**src/rtl/pci_arbiter_if.sv**
```systemverilog
// Bus-side signal bundle for pci_arbiter.
// master: the arbiter's view (samples requests and bus activity, drives grants).
// slave:  the agents/bus view (drives requests and bus activity, sees grants).
interface pci_arbiter_if;
  logic [3:0] req_n;
  logic       frame_n;
  logic       irdy_n;
  logic [3:0] gnt_n;
  logic [1:0] gnt_idx;
  logic       gnt_valid;

  modport master (
    input  req_n,
    input  frame_n,
    input  irdy_n,
    output gnt_n,
    output gnt_idx,
    output gnt_valid
  );

  modport slave (
    output req_n,
    output frame_n,
    output irdy_n,
    input  gnt_n,
    input  gnt_idx,
    input  gnt_valid
  );
endinterface

```
**src/rtl/pci_arbiter.sv**
```systemverilog
// Four-agent round-robin PCI bus arbiter with grant timeout.
// Optional bus parking is enabled by defining PCI_ARB_PARK_EN.
//
// Handshake: an agent holds its req_n bit low for as long as it wants the bus.
// A grant (gnt_n bit low, gnt_valid high) is an offer; the agent accepts it by
// driving frame_n low while granted. An offer not taken within TIMEOUT cycles,
// or withdrawn by the agent raising req_n, is revoked. gnt_n always passes
// through an all-high cycle between two different grantees.
module pci_arbiter #(
  parameter int TIMEOUT = 16
) (
  input  logic              clk,
  input  logic              rst,
  pci_arbiter_if.master     bus,
  output logic [1:0]        dbg_state
);

  typedef enum logic [1:0] {
    IDLE    = 2'd0,
    GRANTED = 2'd1,
    BUSY    = 2'd2
  } state_t;

  state_t      state_q, state_nx;
  logic [3:0]  gnt_n_q, gnt_n_nx;
  logic [1:0]  idx_q, idx_nx;
  logic        valid_q, valid_nx;
  logic [7:0]  cnt_q, cnt_nx;
  logic [1:0]  last_q, last_nx;

  logic        any_req;
  logic [1:0]  win;
  logic [1:0]  cand;
  logic        bus_idle;
  logic        parked;

  assign bus_idle      = bus.frame_n & bus.irdy_n;
  assign parked        = (state_q == IDLE) && (gnt_n_q != 4'b1111);
  assign bus.gnt_n     = gnt_n_q;
  assign bus.gnt_idx   = idx_q;
  assign bus.gnt_valid = valid_q;
  assign dbg_state     = state_q;

  // Round-robin search starting just after the last owner, wrapping 3->0.
  always_comb begin
    any_req = 1'b0;
    win     = last_q;
    cand    = last_q;
    for (int i = 1; i <= 4; i++) begin
      cand = last_q + 2'(i);
      if (!any_req && !bus.req_n[cand]) begin
        win     = cand;
        any_req = 1'b1;
      end
    end
  end

  // Next-state and next-output logic; every output is registered below.
  always_comb begin
    state_nx = state_q;
    gnt_n_nx = gnt_n_q;
    idx_nx   = idx_q;
    valid_nx = valid_q;
    cnt_nx   = cnt_q;
    last_nx  = last_q;
    case (state_q)
      IDLE: begin
        if (!bus.frame_n) begin
          // Another master owns the bus: hands off until it goes idle.
          gnt_n_nx = 4'b1111;
          valid_nx = 1'b0;
        end else if (any_req) begin
`ifdef PCI_ARB_PARK_EN
          if (parked && (win != last_q)) begin
            // Drop the park for one cycle before handing over.
            gnt_n_nx = 4'b1111;
            valid_nx = 1'b0;
          end else begin
            gnt_n_nx = ~(4'b0001 << win);
            idx_nx   = win;
            valid_nx = 1'b1;
            cnt_nx   = 8'd0;
            state_nx = GRANTED;
          end
`else
          gnt_n_nx = ~(4'b0001 << win);
          idx_nx   = win;
          valid_nx = 1'b1;
          cnt_nx   = 8'd0;
          state_nx = GRANTED;
`endif
        end else begin
`ifdef PCI_ARB_PARK_EN
          if (bus_idle) begin
            gnt_n_nx = ~(4'b0001 << last_q);
            idx_nx   = last_q;
          end else begin
            gnt_n_nx = 4'b1111;
          end
          valid_nx = 1'b0;
`else
          gnt_n_nx = 4'b1111;
          valid_nx = 1'b0;
`endif
        end
      end
      GRANTED: begin
        if (!bus.frame_n) begin
          // Transaction started; frame_n beats a simultaneous timeout.
          state_nx = BUSY;
          last_nx  = idx_q;
        end else if (bus.req_n[idx_q]) begin
          // Owner withdrew its request; priority order is left untouched.
          gnt_n_nx = 4'b1111;
          valid_nx = 1'b0;
          idx_nx   = last_q;
          state_nx = IDLE;
        end else if (cnt_q == 8'(TIMEOUT - 1)) begin
          // Grant ignored too long: revoke and send the owner to the back.
          gnt_n_nx = 4'b1111;
          valid_nx = 1'b0;
          last_nx  = idx_q;
          state_nx = IDLE;
        end else begin
          cnt_nx = cnt_q + 8'd1;
        end
      end
      BUSY: begin
        if (bus.frame_n) begin
          // Final data phase seen: grant goes away, wait for the bus to idle.
          gnt_n_nx = 4'b1111;
          valid_nx = 1'b0;
          if (bus_idle) state_nx = IDLE;
        end
      end
      default: begin
        gnt_n_nx = 4'b1111;
        valid_nx = 1'b0;
        state_nx = IDLE;
      end
    endcase
  end

  // State and output registers with synchronous reset.
  always_ff @(posedge clk) begin
    if (rst) begin
      state_q <= IDLE;
      gnt_n_q <= 4'b1111;
      idx_q   <= 2'd0;
      valid_q <= 1'b0;
      cnt_q   <= 8'd0;
      last_q  <= 2'd3;
    end else begin
      state_q <= state_nx;
      gnt_n_q <= gnt_n_nx;
      idx_q   <= idx_nx;
      valid_q <= valid_nx;
      cnt_q   <= cnt_nx;
      last_q  <= last_nx;
    end
  end

endmodule
```
**src/flat_wrapper.sv**
```systemverilog
// flat-port wrapper written by rule: the top's interface ports become plain ports
module pci_arbiter_flat 
#(
  parameter int TIMEOUT = 16
)
  (clk, rst, dbg_state, bus_req_n, bus_frame_n, bus_irdy_n, bus_gnt_n, bus_gnt_idx, bus_gnt_valid);
  pci_arbiter_if bus_i ();
  input  logic clk;
  input  logic rst;
  output logic [1:0] dbg_state;
  input wire logic [$bits(bus_i.req_n)-1:0] bus_req_n;
  input wire logic [$bits(bus_i.frame_n)-1:0] bus_frame_n;
  input wire logic [$bits(bus_i.irdy_n)-1:0] bus_irdy_n;
  output wire logic [$bits(bus_i.gnt_n)-1:0] bus_gnt_n;
  output wire logic [$bits(bus_i.gnt_idx)-1:0] bus_gnt_idx;
  output wire logic [$bits(bus_i.gnt_valid)-1:0] bus_gnt_valid;
  assign bus_i.req_n = bus_req_n;
  assign bus_i.frame_n = bus_frame_n;
  assign bus_i.irdy_n = bus_irdy_n;
  assign bus_gnt_n = bus_i.gnt_n;
  assign bus_gnt_idx = bus_i.gnt_idx;
  assign bus_gnt_valid = bus_i.gnt_valid;
  pci_arbiter #(.TIMEOUT(TIMEOUT)) u_core (.clk(clk), .rst(rst), .bus(bus_i), .dbg_state(dbg_state));
endmodule
```
**config.mk**
```make
export PLATFORM = sky130hd
export DESIGN_NAME = pci_arbiter_flat
export DESIGN_NICKNAME = d
export VERILOG_FILES = /design/src/rtl/pci_arbiter_if.sv /design/src/rtl/pci_arbiter.sv /design/src/flat_wrapper.sv
export SDC_FILE = /design/constraint.sdc
export NUM_CORES = 1
export LEC_CHECK = 0
export CORE_ASPECT_RATIO = 0.8
export CORE_MARGIN = 5
export CORE_UTILIZATION = 50
export CTS_BUF_LIST = sky130_fd_sc_hd__clkbuf_16
export DETAILED_ROUTE_END_ITERATION = 12
export PLACE_DENSITY = 0.76
export RECOVER_POWER = 100
export REMOVE_ABC_BUFFERS = 1
export SLEW_MARGIN = 5
export SYNTH_ARGS = -nofsm -noshare
export SYNTH_HDL_FRONTEND = slang
export SYNTH_SLANG_ARGS = --single-unit
```
**constraint.sdc**
```tcl
create_clock -name clk -period 3.1 [get_ports clk]
set_input_delay 0.775 -clock clk [delete_from_list [all_inputs] [get_ports clk]]
set_output_delay 0.775 -clock clk [all_outputs]
set_load 0.01 [all_outputs]
```
* Word level (Yosys, flattened, before mapping) *
Index checks and enable logic that the tools add are counted.

word-level totals
  register bits = 19
  latch bits = 0
  memory bits (writable) = 0
  memory bits (read-only) = 0
  bits of input ports = 8
  logic and storage cells = 102
  memories = 0

operators by class
  add/subtract/negate cells = 4
  $mul = 0
  div/mod/pow operators = 0
  order comparisons = 5
  equal/unequal tests = 15
  shift operators = 1
  mux-type cells = 54
  bitwise gates (word level) = 2
  reductions and logical operators = 15

operators with widths
  operator                                                                       count
  8-bit 2-to-1 mux                                                               5
  2-bit 2-to-1 mux                                                               18
  4-bit 2-to-1 mux                                                               6
  8-bit one-hot mux with 2 select lines                                          1
  2-bit by 3-bit less-than comparator with 1-bit output (second input constant)  5
  1-bit 2-to-1 mux                                                               15
  2-bit != test (second input constant)                                          6
  4-bit one-hot mux with 3 select lines                                          1
  1-bit binary-select mux with 2-bit select                                      5
  5-bit AND reduction                                                            2
  8-bit by 1-bit adder with 8-bit output (second input constant)                 1
  8-bit by 4-bit == test with 1-bit output (second input constant)               1
  2-bit by 1-bit != test with 1-bit output (second input constant)               4
  2-bit one-hot mux with 3 select lines                                          1
  3-bit AND reduction                                                            2
  6-bit AND reduction                                                            1
  1-bit zero test                                                                5
  2-bit adder (second input constant)                                            2
  4-bit by 2-bit != test with 1-bit output (second input constant)               1
  4-bit inverter                                                                 1
  2-bit one-hot mux with 2 select lines                                          1
  1-bit by 2-bit left shift with 4-bit output (first input constant)             1
  1-bit logical AND                                                              3
  3-bit by 1-bit != test with 1-bit output (second input constant)               1
  other kinds (7)                                                                7

* Longest topological paths before layout *
Gate-level depths: netlist of the first run.

  depth in word-level cells = 17
  mapped depth = 6
  depth with buffers taken out = 5

* Worst setup path before layout of the first run *
No wires, ideal clock.

  path kind = in2reg
  start = in bus_req_n[3]
  end = reg u_core.cnt_q[1]
  library setup time = 71 ps
  data arrival time = 2095 ps
  slack = 935 ps
  stages = 5
  path buffers = 1
  path through = mux4_2 a211o_1 buf_6 or3_1 a21oi_1

on the way
  word-level cells in the longest chain between the ends = 13
  elaborated cells on any way between the ends = 25

RTL lines
  what                                                       RTL line            RTL
  start: declaration                                         flat_wrapper.sv:11  input wire logic [$bits(bus_i.req_n)-1:0] bus_req_n;
  1-bit binary-select mux with 2-bit select                  pci_arbiter.sv:51   if (!any_req && !bus.req_n[cand]) begin
  1-bit 2-to-1 mux (not written as such)                     pci_arbiter.sv:51
  1-bit zero test                                            pci_arbiter.sv:51
  1-bit logical AND                                          pci_arbiter.sv:51
  1-bit 2-to-1 mux                                           pci_arbiter.sv:51
  1-bit zero test                                            pci_arbiter.sv:51
  1-bit logical AND                                          pci_arbiter.sv:51
  1-bit 2-to-1 mux                                           pci_arbiter.sv:51
  1-bit zero test                                            pci_arbiter.sv:51
  1-bit logical AND                                          pci_arbiter.sv:51
  1-bit 2-to-1 mux                                           pci_arbiter.sv:51
  2-bit by 1-bit != test with 1-bit output (no source line)  --
  6-bit AND reduction (no source line) *                     --
  end signal: assignment                                     pci_arbiter.sv:158  cnt_q <= cnt_nx;
  end: declaration                                           pci_arbiter.sv:28   logic [7:0] cnt_q, cnt_nx;

Mark *: on every way between the ends. The rest lies on a longest branch, timed or not. The select of a mux whose other input is x is not followed.
A chain may end at the register's enable or synchronous reset.

* Final worst setup path of the first run *
  start = in bus_req_n[3]
  end = reg u_core.cnt_q[3]

The elaborated chain is that of the path after synthesis.

==> metrics.yaml, run 1 <==
status: "completed"
die-area_sq_mm: 0.002950
grtUsageTotal_pct: 16.15
gp_congestion: 0.8146
cts_inserted_buffers: 3
crit_path_top_delay_cell: "dlygate4sd3_1"
io_pins: 17
cts-root-buf: "clkbuf_16"
crit_chain: "dlygate4sd3_1 -> mux4_2 -> a211o_1 -> or3_1 -> a21oi_1"
fillers: 149
dp_hpwl_microns: 1655
ant_nets: 0
row_count: 14
seq_area_sq_um: 380.4
yosys_warnings: 0
crit_required_ns: 3.28
vdd_ir_drop_max_mv: 0.4796
die_h_microns: 49.59
period_needed_ns: 2.718
yosysUniqueCellTypes: 36
fin_util_pct: 65.62
die_x_microns: 59.49
cp.arrival_ns: 2.90
drtPass1Iterations: 4
hold_buffers: 0
rsz0062_at_grt: "false"
place_area_sq_mm: 0.001151
max_freq_ghz: 0.3679
wl_microns: 2172
syn2layout_area_growth_pct: 25.54
yosys_register_bits: 19
synth_enable_flop_cells: 0
htreeDepth: 1
leakage_nw: 0.4266
cts.path.max_buffers: 2
skew_ns: 0.002744
final_common_cell: "dfxtp_1"
grt_pass1_vias: 871
finalNetCount: 140
clk_pin_slew_ns: 0.05
netlist_area_sq_um: 979.7
cp_max_fo: 15
pwr_density_cell_mw_per_mm2: 500.3
fin_ws_ns: 0.3817
portBuffers: 16
yosysSeqAreaShare_pct: 38.83
diodes: 0
cts.sink_count: 19
cts_setup_buffers: 0
path_buf_inv: 1
synthArstFlopShare_pct: 0
start_util_pct: 52.27
place_ws_ns: 0.2400
grt_overflow: 0
worstSetupStartpointType: "primary input"
hold_class: "flip-flop to flip-flop"
synth_cells: 113
hold_viol_final: 0
grt_pass1_wl_microns: 3739
endpoint_kind: "flip-flop"
synth.avg_cell_area_sq_um: 8.670
drive_gt1_share_pct: 5.385
synth_ff_type: "dfxtp_1"
clk_latency_ns: 0.25
fin_crit_sh_pct: 87.69
ff2ff_setup_slack_ns: 1.10
multi_input_area_sq_um: 554.3
wire_per_inst_microns: 14.10
antenna_found_initial: 0
core_sq_mm: 0.001874
worst_pin_slew_ns: 0.6727
drt-initial-drc-count: 32
cts_tree: "done"
via_per_inst: 6.000
crit_path_max_incr_delay_ns: 0.61
slew_viol_final: 0
grt_start_max_net_pins: 16
final_cell_area_sq_mm: 0.001230
drcViolationCount: 0
setup_violations: 0
cp_top_family: "buffers and inverters"
final_cell_mix: "dfxtp_1 (19), a21oi_1 (11), dlygate4sd3_1 (11)"
setup_tns_ns: 0
max-slew-margin-rel_pct: 54.74
vias: 924
maxCapViolCount: 0
cts-resized-gates: 0
crit_type: "primary input to flip-flop"
routing by layer:
layer	vias up	GRT usage, %	share of wire, %
li1	465	-	-
met1	424	21.42	48
met2	31	24.18	44
met3	4	5.483	6.2
met4	0	5.535	1.5
met5	-	0	0
path summary, 6_finish.rpt:
check,startpoint,to,cells past startpoint
worst max-delay path,bus_req_n[3],u_core.cnt_q[3]$_SDFFE_PP0P_,5
worst min-delay path,u_core.bus.gnt_n[0]$_SDFFE_PP1P_,u_core.bus.gnt_n[0]$_SDFFE_PP1P_,1
worst max register to register,u_core.bus.gnt_idx[0]$_SDFFE_PP0P_,u_core.cnt_q[3]$_SDFFE_PP0P_,4
worst min register to register,u_core.bus.gnt_n[0]$_SDFFE_PP1P_,u_core.bus.gnt_n[0]$_SDFFE_PP1P_,1
report_power, final:
part | internal [mW] | switching (mW) | leakage, nW
combinational | 0.0449 | 0.0490 | 0.230
sequential | 0.255 | 0.0107 | 0.155
clock | 0.171 | 0.0843 | 0.0423
total | 0.471 | 0.144 | 0.427
Yosys cell counts (2+ instances only):
cell type / count / share of area (%)
nand2_1: 5 / 1.9
o2bb2ai_1: 2 / 1.8
and3_1: 2 / 1.3
inv_1: 7 / 2.7
and2_1: 2 / 1.3
or3_1: 6 / 3.8
dfxtp_1: 19 / 39
o21ai_0: 7 / 3.6
clkbuf_1: 2 / 0.77
mux2_2: 2 / 2.3
nand3b_1: 2 / 1.5
o2111ai_1: 2 / 1.8
mux2i_1: 2 / 2.0
a21oi_1: 11 / 5.6
nor2_1: 8 / 3.1
o32a_1: 4 / 4.1
nand4_1: 3 / 1.9
nor3b_1: 2 / 1.5
nand3_1: 5 / 2.6
a211oi_1: 2 / 1.5
nand2b_1: 3 / 1.9
state kept, by name, summed over array words and instances (netlist names):
register	cells
u_core.cnt_q	8
u_core.bus.gnt_n	4
u_core.bus.gnt_idx	2
u_core.dbg_state	2
u_core.last_q	2
u_core.bus.gnt_valid	1
metrics by stage:
stage | power [mW] | hold slack [ns] | instances
finish | 0.6153 | 0.4619 | 154
floorplan | 0.3243 | 0.4583 | 110
CTS | 0.6236 | 0.4705 | 154
global placement | 0.3648 | 0.4532 | 150
detailed placement | 0.3675 | 0.4586 | 150
global route | 0.6433 | 0.4840 | 154
worst register-to-register path, delay by kind of cell (launching register included):
kind / cells / cell delay [ns]
AOI/OAI and AO/OA: 2 / 0.55
DFF: 1 / 0.40
muxes: 1 / 0.58
and+or+nand+nor: 1 / 0.41
final cells by class:
class                   instances  share of cell area [%]
clock inverters                 1                  0.3052
flip-flops and latches         19                   30.93
well taps                      24                   2.442
inverters                       7                   2.136
clock buffers                   3                   6.104
multi-input cells              84                   45.07
repair buffers                 16                   13.02
cell families after synthesis:
| family | share of synthesized area, % |
|---|---|
| AND/OR/NAND/NOR | 25.42 |
| AO/OA/AOI/OAI | 22.35 |
| flip-flops | 38.82 |
| buffers and inverters | 4.598 |
| multiplexers | 6.641 |
| XOR/XNOR | 0.8942 |
| adder cells (fa/ha/maj) | 1.277 |
No activity file was read; power rests on OpenSTA's default activity.
==> inputs of run 2 (changes only) <==
- SETUP_SLACK_MARGIN: unset -> 0.2
==> results of run 2 <==
Final layout, timing and power as in run 1 (identical DEF).
